### config.mk
export PLATFORM = sky130hd
export DESIGN_NAME = byte_uart_tx
export DESIGN_NICKNAME = d
export VERILOG_FILES = /design/src/rtl/uart_tx_pkg.sv /design/src/rtl/baud_tick_gen.sv /design/src/rtl/byte_uart_tx.sv
export SDC_FILE = /design/constraint.sdc
export NUM_CORES = 1
export LEC_CHECK = 0
export BUFFER_PORTS_ARGS = -buffer_cell sky130_fd_sc_hd__buf_2
export CAP_MARGIN = 15
export CORE_AREA = 4 4 51 53
export CTS_BUF_LIST = sky130_fd_sc_hd__clkbuf_4
export CTS_CLUSTER_DIAMETER = 100
export DETAILED_ROUTE_END_ITERATION = 12
export DIE_AREA = 0 0 55 57
export GPL_ROUTABILITY_DRIVEN = 1
export PLACE_DENSITY = 0.74
export SLEW_MARGIN = 10
export SYNTH_ARGS = -nofsm -noshare
export SYNTH_HDL_FRONTEND = slang
export SYNTH_SLANG_ARGS = --single-unit
### constraint.sdc
create_clock -name clk -period 1.54 [get_ports clk]
set_clock_uncertainty 0.05 [all_clocks]
set_input_delay 0.154 -clock clk [delete_from_list [all_inputs] [get_ports clk]]
set_output_delay 0.154 -clock clk [all_outputs]
set_load 0.05 [all_outputs]
### src/rtl/uart_tx_pkg.sv
// Shared types and frame constants for the byte-wide UART transmitter.
// BYTE_UART_TX_PARITY_EN adds an even-parity bit between data and stop.
package uart_tx_pkg;

    localparam int DATA_BITS        = 8;
    localparam int FRAME_BITS_NOPAR = DATA_BITS + 2;
    localparam int FRAME_BITS_PAR   = DATA_BITS + 3;

`ifdef BYTE_UART_TX_PARITY_EN
    localparam int FRAME_BITS = FRAME_BITS_PAR;
    typedef enum logic [2:0] {IDLE, FETCH, START, DATA, PARITY, STOP} state_t;
`else
    localparam int FRAME_BITS = FRAME_BITS_NOPAR;
    typedef enum logic [2:0] {IDLE, FETCH, START, DATA, STOP} state_t;
`endif

    function automatic logic even_parity(input logic [DATA_BITS-1:0] d);
        return ^d;
    endfunction

endpackage

### src/rtl/baud_tick_gen.sv
// Bit-time counter: counts 0..CLK_DIV-1 and flags the last cycle of each bit.
// A synchronous clear holds it at zero so every state starts a fresh bit time.
module baud_tick_gen #(
    parameter int CLK_DIV = 16
) (
    input  logic clk,
    input  logic rstn,
    input  logic clr,
    output logic tick
);

    localparam int DIV_W = $clog2(CLK_DIV);
    localparam logic [DIV_W-1:0] LAST = DIV_W'(CLK_DIV - 1);

    logic [DIV_W-1:0] div_cnt;

    always_ff @(posedge clk or negedge rstn) begin
        if (!rstn) begin
            div_cnt <= '0;
        end else if (clr || tick) begin
            div_cnt <= '0;
        end else begin
            div_cnt <= div_cnt + DIV_W'(1);
        end
    end

    assign tick = (div_cnt == LAST);

endmodule

### src/rtl/byte_uart_tx.sv
// 8N1 UART transmitter pulling bytes from the 16-to-8 FIFO read port.
// Define BYTE_UART_TX_PARITY_EN for an 8E1 frame (even parity bit).
module byte_uart_tx
    import uart_tx_pkg::*;
#(
    parameter int CLK_DIV = 16
) (
    input  logic       clk,
    input  logic       rstn,
    input  logic       tx_en,
    input  logic       byte_valid,
    input  logic [7:0] byte_in,
    output logic       byte_req,
    output logic       tx,
    output logic       busy,
    output logic       frame_done
);

    localparam logic [2:0] LAST_BIT = 3'(DATA_BITS - 1);

    state_t     state;
    state_t     state_nxt;
    logic       tick;
    logic [7:0] shift_reg;
    logic [2:0] bit_idx;
`ifdef BYTE_UART_TX_PARITY_EN
    logic       par_bit;
`endif

    // Counter is parked while idle or fetching so START begins at zero
    baud_tick_gen #(.CLK_DIV(CLK_DIV)) u_baud (
        .clk  (clk),
        .rstn (rstn),
        .clr  ((state == IDLE) || (state == FETCH)),
        .tick (tick)
    );

    always_ff @(posedge clk or negedge rstn) begin
        if (!rstn) begin
            state <= IDLE;
        end else begin
            state <= state_nxt;
        end
    end

    always_comb begin
        state_nxt = state;
        case (state)
            IDLE:   if (byte_req) state_nxt = FETCH;
            FETCH:  state_nxt = START;
            START:  if (tick) state_nxt = DATA;
`ifdef BYTE_UART_TX_PARITY_EN
            DATA:   if (tick && (bit_idx == LAST_BIT)) state_nxt = PARITY;
            PARITY: if (tick) state_nxt = STOP;
`else
            DATA:   if (tick && (bit_idx == LAST_BIT)) state_nxt = STOP;
`endif
            STOP:   if (tick) state_nxt = IDLE;
            default: state_nxt = IDLE;
        endcase
    end

    always_comb begin
        byte_req   = (state == IDLE) && tx_en && byte_valid;
        busy       = (state != IDLE);
        frame_done = (state == STOP) && tick;
    end

    // Line driver and shifter: tx is loaded one cycle ahead of each bit period
    always_ff @(posedge clk or negedge rstn) begin
        if (!rstn) begin
            tx        <= 1'b1;
            shift_reg <= '0;
            bit_idx   <= '0;
`ifdef BYTE_UART_TX_PARITY_EN
            par_bit   <= 1'b0;
`endif
        end else begin
            case (state)
                IDLE: tx <= 1'b1;
                FETCH: begin
                    shift_reg <= byte_in;
                    bit_idx   <= '0;
                    tx        <= 1'b0;
`ifdef BYTE_UART_TX_PARITY_EN
                    par_bit   <= even_parity(byte_in);
`endif
                end
                START: if (tick) tx <= shift_reg[0];
                DATA: begin
                    if (tick) begin
                        if (bit_idx == LAST_BIT) begin
`ifdef BYTE_UART_TX_PARITY_EN
                            tx <= par_bit;
`else
                            tx <= 1'b1;
`endif
                        end else begin
                            shift_reg <= shift_reg >> 1;
                            tx        <= shift_reg[1];
                            bit_idx   <= bit_idx + 3'd1;
                        end
                    end
                end
`ifdef BYTE_UART_TX_PARITY_EN
                PARITY: if (tick) tx <= 1'b1;
`endif
                STOP: tx <= 1'b1;
                default: tx <= 1'b1;
            endcase
        end
    end

endmodule

======== Word-level counts from Yosys, hierarchy flattened ========
Cells that the tools add are included.
operators by class
  multiplexer cells ....................... 16
  add/sub/neg operators ................... 2
  eq/ne operators ......................... 12
  reductions and logical operators ........ 12
operator list
  operator                                                          number
  3-bit 2-to-1 mux                                                  6
  8-bit 2-to-1 mux                                                  2
  8-bit one-hot mux with 2 select lines                             1
  3-bit one-hot mux with 5 select lines                             1
  2-bit inequality test (second input constant)                     6
  3-bit by 2-bit == test with 1-bit output (second input constant)  2
  3-bit == test (second input constant)                             2
  3-bit one-hot mux with 2 select lines                             1
  4-bit by 1-bit adder with 4-bit output (second input constant)    1
  4-bit == test (second input constant)                             1
  1-bit logical AND                                                 4
  4-bit 2-to-1 mux                                                  1
  4-bit AND reduction                                               1
  3-bit by 1-bit adder with 3-bit output (second input constant)    1
  3-bit by 1-bit == test with 1-bit output (second input constant)  1
  3-bit logical NOT                                                 1
  1-bit 2-to-1 mux                                                  3
  1-bit one-hot mux with 3 select lines                             1
  3-bit AND reduction                                               1
  3-bit nonzero test                                                1
  1-bit logical OR                                                  2
  2-bit AND reduction                                               1
  2-bit nonzero test                                                1
word-level totals
  register bits ........................... 19
  input port bits ......................... 12
  logic and storage cells ................. 47
  output and inout port bits .............. 4

======== Logic depth before layout (Yosys ltp) ========
  word-level depth ........................ 5
  mapped depth ............................ 6
  depth with buffers taken out ............ 5

======== Cells and area by module ========
From an unflattened synthesis, not the netlist that was laid out.
second synthesis, totals
  cells, all modules ...................... 81
  area total of the unflattened synthesis .. 1009.7 um^2
modules (own cells, without submodules)
  module         sequential area each (um^2)  cells each  times used  area each (um^2)
  byte_uart_tx   376.6                        68          1           838.3
  baud_tick_gen  100.1                        13          1           171.4

======== Worst setup path after synthesis ========
No wires, ideal clock.
  kind .................................... register to output
  from .................................... register state[1]
  to ...................................... output port byte_req
  buffers on the path ..................... 1
  required time ........................... 1.336 ns
  cell stages (with the launch flop) ...... 4
  slack ................................... -0.540 ns
  arrival time ............................ 1.876 ns
  path through ............................ dfrtp_1 buf_2 or3_1 nor2_1
between the ends
  word-level cells in the longest chain between the ends .. 3
RTL lines
  element                          line                RTL
  from (decl)                      byte_uart_tx.sv:21  state_t state;
  from (signal assigned)           byte_uart_tx.sv:42  state <= state_nxt;
  3-bit logical NOT                byte_uart_tx.sv:64  byte_req = (state == IDLE) && tx_en && byte_valid;
  1-bit logical AND (2 in series)  byte_uart_tx.sv:64
  to (decl)                        byte_uart_tx.sv:13  output logic byte_req,
Every way passes these cells.

======== Worst setup path in the final report ========
  from .................................... register bit_idx[1]
  to ...................................... register bit_idx[0]
between the ends
  word-level cells in the longest chain between the ends .. 3
RTL lines
  element                                 line                 RTL
  from (decl)                             byte_uart_tx.sv:25   logic [2:0] bit_idx;
  from (signal assigned)                  byte_uart_tx.sv:101  bit_idx <= bit_idx + 3'd1;
  3-bit == test                           byte_uart_tx.sv:92   if (bit_idx == LAST_BIT) begin
  2-bit inequality test (no source line)  n/a
  3-bit AND reduction (no source line)    n/a
Every way passes these cells.
A chain may end at the register's enable or synchronous reset.

==> results by group <==
Status
  • Status: finished, violations left
  • Failing checks: setup timing

STA
  • RSZ-0062 raised after global routing: true
  • Max Transition Viols Final: 0
  • Crit path time final: 1660 ps
  • Final Hold Viols: 0
  • Worst slew pin tran: 432 ps
  • Final WS setup: -120 ps
  • Achievable frequency: 602 MHz
  • # setup viols final: 11
  • Setup TNS: -647 ps
  • Final period utilization: 108%
  • Relative slew slack: 71.2%

Placed design
  • HPWL Detailed: 1830 microns
  • Routability Congestion: 0.844
  • PortBufs: 15
  • Placed inst area: around 0.0013 sq mm
  • Pre-CTS setup slack: -107 ps

Setup path
  • Worst setup SP type: register
  • Arr. time, crit path: 1860 ps
  • Reg2Reg Setup Slack: -120 ps
  • Worst Path Required: 1740 ps
  • Worst-path maximum fanout: 3
  • Crit Path Class: register to register
  • CP Capture Type: register

CTS
  • Clk Latency, worst-skew pair: ~310 ps
  • Clock slew at reported path FFs: 110 ps
  • CTS tree: built
  • CTS buffer count: 3
  • CTS Sinks: 19
  • H-Tree Depth: 1
  • Max Buffers Root-to-Sink: 2
  • CTS Root Cell: clkbuf_4

Yosys
  • Post-Syn Nets: 130
  • Synth top area share: 41.8%
  • Yosys cell types: 34
  • Top cells by area, synth: dfrtp_1, nor3_1, o22ai_2
  • Synthesis-stage register bit count: 19
  • Post-synth ARST share: 100%
  • Sequential-to-total area share from yosys stat: between 40% and 50%
  • Mapped Cells: 115
  • Top_reg_cell synth: dfrtp_1
  • Mapped Avg Cell Area: between 9 and 10 sq um
  • YS warnings: 0
  • Synth Cell Area: 0.00108 sq mm
  • Number of flops mapped to enable cells by yosys: 0
  • Area leader, netlist: dfrtp_1

Detailed routing
  • Drt initial violations: 35
  • Remaining antenna violation count: 0
  • Via density: a little under 6
  • Via Count: a little over 1,000
  • Routed wire per std cell: 16.5 microns
  • First drt pass iteration count: 4
  • Drt drc: 0
  • Drt total wl: roughly 2900 microns

Die
  • Core footprint: 0.00215 sq mm
  • Die span in x: 55 microns
  • IO Pins: 16
  • Die area: 0.00314 sq mm
  • Die Span Y: about 57 microns
  • Row Count: 17
  • Starting Density: 50.2%

Job
  • Max Cap Viol: 0

Power and ir drop
  • Cell leakage power: 0.000662 uW
  • Overall Power: 2890 uW
  • Net Sw Frac: 45.0%
  • Power Dens Cells: 1910 mW/mm^2
  • Net load switching power: between 1000 and 1500 uW
  • Internal Power: 1590 uW
  • Sequential Power Share: 29.7%
  • Combinational Power Share: between 60% and 70%
  • Clock power frac: 9.0%
  • VDD IR max: 0.00127 V

Finish
  • Most frequent cells in the layout: dfrtp_1, buf_4, buf_2, nor2_1, nand3_1
  • N_diodes: 0
  • Filler cells: 159
  • Layout cells sized above 1: 47.9%
  • P&R area growth vs syn: 40.0%
  • Fin util: 70.3%
  • Net count reported at finish: about 160
  • Max reg flops: 8
  • Post-Layout Inst Area: between 0.0015 and 0.002 sq mm

GRT
  • Gr ovfl total: 0
  • Total Routing Usage GR: 19.8%
  • Largest net degree at the start of global routing: 20
  • Vias in the first global route: 1,015
  • Initial antenna violation count: 0
  • Global-route wire length before repair: 4530 microns

Hold path
  • HP Class: input port to register
-- logic make-up after synthesis --
group / after synthesis / share of synthesized area [%]
AO/OA/AOI/OAI: 18 / 15.8
buffers and inverters: 12 / 5.92
XOR/XNOR: 1 / 0.812
AND/OR/NAND/NOR: 62 / 29.8
flip-flops: 19 / 44.2
adder cells (fa/ha/maj): 3 / 3.48
-- power by group through the flow --
stage / clock [uW] / combinational [uW] / sequential (uW)
finish: 259 / 1770 / 859
global route: 284 / 1960 / 889
CTS: 264 / 1520 / 853
detailed placement: 0 / 1380 / 856
global placement: 0 / 1340 / 848
floorplan: 0 / 984 / 862
-- Yosys cell counts (2+ instances only) --
| library cell | n |
|---|---|
| nor4_1 | 2 |
| inv_1 | 3 |
| nand4_1 | 2 |
| o22ai_2 | 6 |
| a31oi_1 | 4 |
| nand2b_1 | 7 |
| dfrtp_1 | 18 |
| nand2_1 | 5 |
| nor3_1 | 16 |
| nor2_1 | 14 |
| nand3_1 | 8 |
| buf_2 | 6 |
| ha_1 | 3 |
-- stage by stage --
step                std cells  hold slack [ps]
floorplan                 115             -192
global placement          163             64.0
detailed placement        163             66.6
CTS                       170             28.9
global route              174             40.0
finish                    174             29.7
-- path summary, 6_finish.rpt --
check,startpoint,end,cells past startpoint
hold reg to reg,u_baud.div_cnt[0],u_baud.div_cnt[0],2
setup reg to reg,bit_idx[1],bit_idx[0],5
setup / recovery,bit_idx[1],bit_idx[0],5
hold / removal,byte_in[7],shift_reg[7],2
max in group asynchronous,rstn,tx,2
min in group asynchronous,rstn,shift_reg[7],2
-- routing by layer --
layer / vias to the layer above / wire, microns / global-route usage (%) / part of all wire [%]
li1: 484 / - / - / -
met1: 497 / 1220 / 26.5 / 43
met2: 29 / 1470 / 31.4 / 51
met3: 5 / 132 / 3.39 / 4.6
met4: 0 / 42 / 7.64 / 1.5
met5: - / 0 / 0 / 0
-- critical path, cell delays in order (launching register included) --
cell,delay [ps]
dfrtp_1,410
ha_2,200
ha_4,160
nand4b_1,230
or4_1,450
nand3_1,110
-- layout make-up --
class                           instances  area (sq um)  area share (%)
Timing Repair Buffer                   36           269            17.8
Tap cell                               28          35.0            2.32
Clock inverter                          1          5.00           0.331
Sequential cell                        19           478            31.6
Inverter                                3          13.8           0.911
Clock buffer                            3          22.5            1.49
Multi-Input combinational cell         84           687            45.5
-- timing repair --
action	CTS	global route
gates resized for setup	20	17
setup buffers	1	4
endpoints found under the hold margin	18	0
setup endpoints to repair	12	16
cloned	1	0
pin swaps	8	4
hold buffers	1	0
No activity file was read; power rests on OpenSTA's default activity.
